**src/rtl/reg_file_pkg.sv**
```systemverilog
// Shared widths and helpers for the rename-aware architectural register file.
// Ports, tags and index ranges in reg_file and its read ports all derive from here.
package reg_file_pkg;

   localparam int XLEN      = 32;
   localparam int REG_NUM   = 32;
   localparam int REG_IDX_W = 5;
   localparam int ROB_IDX_W = 4;

   localparam logic [XLEN-1:0] ZERO32 = '0;

   function automatic logic is_x0(input logic [REG_IDX_W-1:0] r);
      return (r == '0);
   endfunction

endpackage

```
**src/rtl/reg_file_read_port.sv**
```systemverilog
// One source-operand read port: selects a committed value, a same-cycle commit
// bypass, or a busy flag plus rename tag for a single architectural register.
module reg_file_read_port
   import reg_file_pkg::*;
(
   input  logic [REG_IDX_W-1:0] rs_i,
   input  logic [XLEN-1:0]      reg_val_i,
   input  logic                 reg_busy_i,
   input  logic [ROB_IDX_W-1:0] reg_tag_i,
   input  logic                 write_flag_i,
   input  logic [REG_IDX_W-1:0] write_rd_i,
   input  logic [ROB_IDX_W-1:0] write_idx_i,
   input  logic [XLEN-1:0]      write_val_i,
   output logic [XLEN-1:0]      val_o,
   output logic                 busy_o,
   output logic [ROB_IDX_W-1:0] idx_o
);

   logic hit;

   // A commit to this register forwards only if it is the newest producer,
   // or if nothing newer has renamed the register.
   assign hit = write_flag_i && (write_rd_i == rs_i) &&
                (!reg_busy_i || (reg_tag_i == write_idx_i));

   always_comb begin
      val_o  = reg_val_i;
      busy_o = reg_busy_i;
      idx_o  = reg_tag_i;
      if (is_x0(rs_i)) begin
         val_o  = ZERO32;
         busy_o = 1'b0;
         idx_o  = '0;
      end else if (hit) begin
         val_o  = write_val_i;
         busy_o = 1'b0;
      end
   end

endmodule

```
**src/rtl/reg_file.sv**
```systemverilog
// Architectural register file with ROB rename tags: commit writes, rename
// allocation, mispredict flush, and two combinational decoder read ports.
module reg_file
   import reg_file_pkg::*;
(
   input  logic                 clk,
   input  logic                 rst_n,
   input  logic                 rdy,
   input  logic                 jump_wrong,
   input  logic [REG_IDX_W-1:0] Dec_rs1_in,
   input  logic [REG_IDX_W-1:0] Dec_rs2_in,
   output logic [XLEN-1:0]      Dec_rs1_val_out,
   output logic                 Dec_rs1_busy_out,
   output logic [XLEN-1:0]      Dec_rs2_val_out,
   output logic                 Dec_rs2_busy_out,
   output logic [ROB_IDX_W-1:0] ROB_rs1_idx_out,
   output logic [ROB_IDX_W-1:0] ROB_rs2_idx_out,
   input  logic                 ROB_new_flag_in,
   input  logic [ROB_IDX_W-1:0] ROB_new_idx_in,
   input  logic [REG_IDX_W-1:0] ROB_new_rd_in,
   input  logic                 ROB_write_flag_in,
   input  logic [ROB_IDX_W-1:0] ROB_write_idx_in,
   input  logic [REG_IDX_W-1:0] ROB_write_rd_in,
   input  logic [XLEN-1:0]      ROB_val_in
);

   logic [REG_NUM-1:0][XLEN-1:0]      regs_q, regs_d;
   logic [REG_NUM-1:0][ROB_IDX_W-1:0] tag_q, tag_d;
   logic [REG_NUM-1:0]                busy_q, busy_d;

   logic commit_en, rename_en;

   assign commit_en = ROB_write_flag_in && !is_x0(ROB_write_rd_in);
   assign rename_en = ROB_new_flag_in && !is_x0(ROB_new_rd_in) && !jump_wrong;

   // Commit is applied first so a same-edge rename of the same register wins busy/tag.
   always_comb begin
      regs_d = regs_q;
      tag_d  = tag_q;
      busy_d = busy_q;
      if (commit_en) begin
         regs_d[ROB_write_rd_in] = ROB_val_in;
         if (busy_q[ROB_write_rd_in] && (tag_q[ROB_write_rd_in] == ROB_write_idx_in))
            busy_d[ROB_write_rd_in] = 1'b0;
      end
      if (jump_wrong) begin
         busy_d = '0;
      end else if (rename_en) begin
         busy_d[ROB_new_rd_in] = 1'b1;
         tag_d[ROB_new_rd_in]  = ROB_new_idx_in;
      end
   end

   always_ff @(posedge clk or negedge rst_n) begin
      if (!rst_n) begin
         regs_q <= '0;
         tag_q  <= '0;
         busy_q <= '0;
      end else if (rdy) begin
         regs_q <= regs_d;
         tag_q  <= tag_d;
         busy_q <= busy_d;
      end
   end

   reg_file_read_port u_rs1 (
      .rs_i         (Dec_rs1_in),
      .reg_val_i    (regs_q[Dec_rs1_in]),
      .reg_busy_i   (busy_q[Dec_rs1_in]),
      .reg_tag_i    (tag_q[Dec_rs1_in]),
      .write_flag_i (ROB_write_flag_in),
      .write_rd_i   (ROB_write_rd_in),
      .write_idx_i  (ROB_write_idx_in),
      .write_val_i  (ROB_val_in),
      .val_o        (Dec_rs1_val_out),
      .busy_o       (Dec_rs1_busy_out),
      .idx_o        (ROB_rs1_idx_out)
   );

   reg_file_read_port u_rs2 (
      .rs_i         (Dec_rs2_in),
      .reg_val_i    (regs_q[Dec_rs2_in]),
      .reg_busy_i   (busy_q[Dec_rs2_in]),
      .reg_tag_i    (tag_q[Dec_rs2_in]),
      .write_flag_i (ROB_write_flag_in),
      .write_rd_i   (ROB_write_rd_in),
      .write_idx_i  (ROB_write_idx_in),
      .write_val_i  (ROB_val_in),
      .val_o        (Dec_rs2_val_out),
      .busy_o       (Dec_rs2_busy_out),
      .idx_o        (ROB_rs2_idx_out)
   );

endmodule

```
**config.mk**
```make
export PLATFORM = sky130hd
export DESIGN_NAME = reg_file
export DESIGN_NICKNAME = d
export VERILOG_FILES = /design/src/rtl/reg_file_pkg.sv /design/src/rtl/reg_file_read_port.sv /design/src/rtl/reg_file.sv
export SDC_FILE = /design/constraint.sdc
export NUM_CORES = 2
export LEC_CHECK = 0
export CAP_MARGIN = 20
export CORE_MARGIN = 2
export CORE_UTILIZATION = 67
export DETAILED_ROUTE_END_ITERATION = 6
export DONT_BUFFER_PORTS = 1
export HOLD_SLACK_MARGIN = 0.1
export PLACE_DENSITY_LB_ADDON = 0.05
export SLEW_MARGIN = 20
export SYNTH_ARGS = -nofsm -noshare
export SYNTH_HDL_FRONTEND = slang
export SYNTH_SLANG_ARGS = --single-unit
```
**constraint.sdc**
```tcl
create_clock -name clk -period 8.1 [get_ports clk]
set_input_delay 0.405 -clock clk [delete_from_list [all_inputs] [get_ports clk]]
set_output_delay 0.405 -clock clk [all_outputs]
set_load 0.02 [all_outputs]
```
==> results.py <==
metrics = {
    "run_status": {
        "outcome": "finished, final reports clean",
    },
    "grt": {
        "grt_pass1_vias": 44400,
        "grt_max_degree": 1185,
        "overflow": 0,
        "track_usage_pct": 40.9,
        "grt_pass1_wl_mm": 294,
        "antenna_found_initial": 3,
    },
    "power_and_ir_drop": {
        "p_leak_nw": 30.0,
        "power_density_nw_per_um2": 225,
        "peakVddDrop_mv": 0.198,
        "power_mw": 15.7,
    },
    "clock_tree": {
        "clock_latency_ps": 730,
        "cts.sinks": 1184,
        "root_buffer": "clkbuf_16",
        "h-tree-depth": 3,
        "tritoncts": "done",
        "clkSlewWorstSetupHoldPaths_ps": 60,
        "cts_buffer_depth": 3,
        "numCtsBuffers": 121,
    },
    "synthesis": {
        "netlist_instances": 4880,
        "avgSynthCellArea_sq_um": 13.3,
        "synth_ff_type": "dfrtp_1",
        "synth-seq-cells": 1184,
        "synth_edf_count": 0,
        "synthArstFlopShare_pct": 100,
        "syn_nets": 4946,
        "yosysSeqAreaShare_pct": 45.8,
        "yosysUniqueCellTypes": 64,
        "yosysWarnings": 0,
        "netlist_area_sq_um": 64700,
    },
    "routing": {
        "routed_wl_mm": 198,
        "postRouteAntennaNets": 0,
        "vias": 44500,
        "drtIter0Drc": 5656,
        "drc_errors": 0,
        "wl_per_cell_um": 33.3,
        "vias_per_cell": 7.48,
        "firstDrtPassIters": 5,
    },
    "floorplan": {
        "core.rowCount": 113,
        "start_util_pct": 67.9,
        "die-height_um": 315,
        "pin_count": 140,
        "design.die.area_sq_um": 99000,
        "die_x_um": 315,
        "core-area_sq_um": 95300,
    },
    "layout": {
        "antenna_cells": 0,
        "final_cell_mix": "dfrtp_1, mux4_2, nand2_1, o21ai_0, mux2_2",
        "final_common_cell": "dfrtp_1",
        "fin_util_pct": 73.1,
        "layout-drive-gt1-share_pct": 34.0,
        "stdcell_area_sq_um": 69700,
        "layout.nets": 4650,
        "syn_to_final_growth_pct": 7.77,
    },
    "timing": {
        "drv_slew": 0,
        "fin_crit_ps": 5060,
        "slew-limit-headroom_pct": 14.8,
        "hold_viol_final": 0,
        "setup_viol": 0,
        "worst_pin_slew_ps": 1280,
        "grt_setup_unrepaired": "no",
        "fmax_mhz": 197,
        "holdWs_ps": 123,
        "fin_worst_skew_ps": 16.8,
        "fin_crit_sh_pct": 62.5,
        "setup-tns-final_ps": 0,
    },
    "critical_path": {
        "end_kind": "output port",
        "critPathRequiredTime_ps": 7700,
        "reg2reg_from": "busy_q[28]",
        "critical_path_arrival_ps": 4660,
        "slowest_stage": "o21ai_4",
        "crit_fanout": 19,
        "cp-startpoint": "tag_q[13]",
        "cp_slowest_stage_delay_ps": 820,
        "cp_cell_sequence": "mux4_2 > a32o_1 > a31oi_1 > and3_1 > o22ai_1 > o21ai_4 > buf_4 > mux2i_1",
        "cp-start-kind": "flop",
        "worst-setup-path-type": "flop to output port",
    },
    "place": {
        "finalWeightedCongestion": 0.961,
        "hpwl_mm": 100,
        "place_area_sq_um": 64600,
        "numPortBuffers": 0,
    },
    "job": {
        "cap_viol_max_count": 0,
    },
    "min_path": {
        "hp-class": "input port to asynchronous set/reset pin",
    },
}
[repair_timing]
item                                    CTS  global route
endpoints found under the hold margin  1780           350
hold buffers                             51             2
setup buffers                             0             0
gates resized for setup                   0             0
[synthesized netlist by cell type (5+ instances only)]
| master | instances | area (sq um) |
|---|---|---|
| dfrtp_1 | 1184 | 29600 |
| mux4_2 | 745 | 16800 |
| nand2_1 | 701 | 2630 |
| o21ai_0 | 576 | 2880 |
| mux2_2 | 518 | 5830 |
| clkbuf_1 | 364 | 1370 |
| mux2i_1 | 73 | 731 |
| buf_2 | 64 | 320 |
| mux2_1 | 61 | 687 |
| buf_1 | 57 | 214 |
| nor2_1 | 56 | 210 |
| inv_1 | 51 | 191 |
| a21oi_1 | 42 | 210 |
| and3_1 | 41 | 257 |
| nand2b_1 | 35 | 219 |
| o211ai_1 | 32 | 240 |
| a221oi_2 | 29 | 435 |
| nand3_1 | 21 | 105 |
| a22oi_1 | 20 | 150 |
| nor2b_1 | 16 | 100 |
| nor3_1 | 15 | 75.1 |
| a31oi_1 | 14 | 87.6 |
| buf_4 | 11 | 82.6 |
| buf_6 | 11 | 124 |
| xnor2_1 | 11 | 96.3 |
| o22ai_1 | 10 | 62.6 |
| a221oi_1 | 9 | 78.8 |
| and2_1 | 8 | 50.1 |
| and3b_1 | 8 | 70.1 |
| nand4_1 | 7 | 43.8 |
| a22o_1 | 6 | 52.6 |
| nor3b_1 | 6 | 45.0 |
| or3_1 | 6 | 37.5 |
| or4_1 | 6 | 45.0 |
| nand3b_1 | 5 | 37.5 |
| nor4_1 | 5 | 31.3 |
| xor2_1 | 5 | 43.8 |
[layout make-up]
cell class | instances | area, sq um
clock buffers | 167 | 3540
multi-input cells | 3133 | 33000
repair buffers | 88 | 950
well taps | 1265 | 1580
clock inverters | 61 | 797
flip-flops and latches | 1184 | 29600
fillers | 6263 | 25600
inverters | 56 | 220
[registers in the layout (all words and copies together) (netlist names)]
| name | count |
|---|---|
| tag_q | 128 |
| regs_q | 1024 |
| busy_q | 32 |
[path summary, 6_finish.rpt]
path / end / slack (ps) / cells after the start
min in group clk: regs_q[44] / 140 / 2
setup / recovery: Dec_rs2_val_out[7] / 3040 / 8
hold / removal: tag_q[112] / 120 / 2
setup reg to reg: busy_q[1] / 3890 / 8
hold reg to reg: regs_q[28] / 400 / 0
max in group asynchronous: regs_q[111] / 4490 / 6
[worst max-delay path, delay by kind of cell, from the launching register on]
family                 cells  cell delay, ps
AND/OR/NAND/NOR            1             260
buffers and inverters      1             620
flip-flops                 1             410
multiplexers               2            1050
AO/OA/AOI/OAI              4            1540
[power by group]
part	switching (mW)	total, mW	internal [mW]
clock	2.49	6.09	3.60
sequential	0.545	7.17	6.63
combinational	1.01	2.41	1.39
total	4.05	15.7	11.6
[metal layers]
layer	track usage [%]	up-vias	share of wire (%)
met4	20.8	2	5.8
li1	-	17800	-
met5	0	-	0.014
met2	61.0	2728	46
met3	9.97	630	11
met1	57.2	23400	38
[metrics by stage]
| stage | worst slack, ps | cells |
|---|---|---|
| after floorplan | 4550 | 4880 |
| after global placement | 3850 | 5664 |
| after detailed placement | 3750 | 5664 |
| after CTS | 3130 | 5943 |
| after global routing | 3010 | 5954 |
| final | 3040 | 5954 |
[cells by family (layout without fill, tap and decap cells)]
family                 Yosys count  after routing  share of synthesized area [%]
AO/OA/AOI/OAI                  770            770                           6.93
XOR/XNOR                        16             16                          0.217
buffers and inverters          563            372                           3.58
flip-flops                    1184           1184                           45.8
multiplexers                  1397           1397                           37.2
AND/OR/NAND/NOR                950            950                           6.30
(Power assumes the default switching activity.)
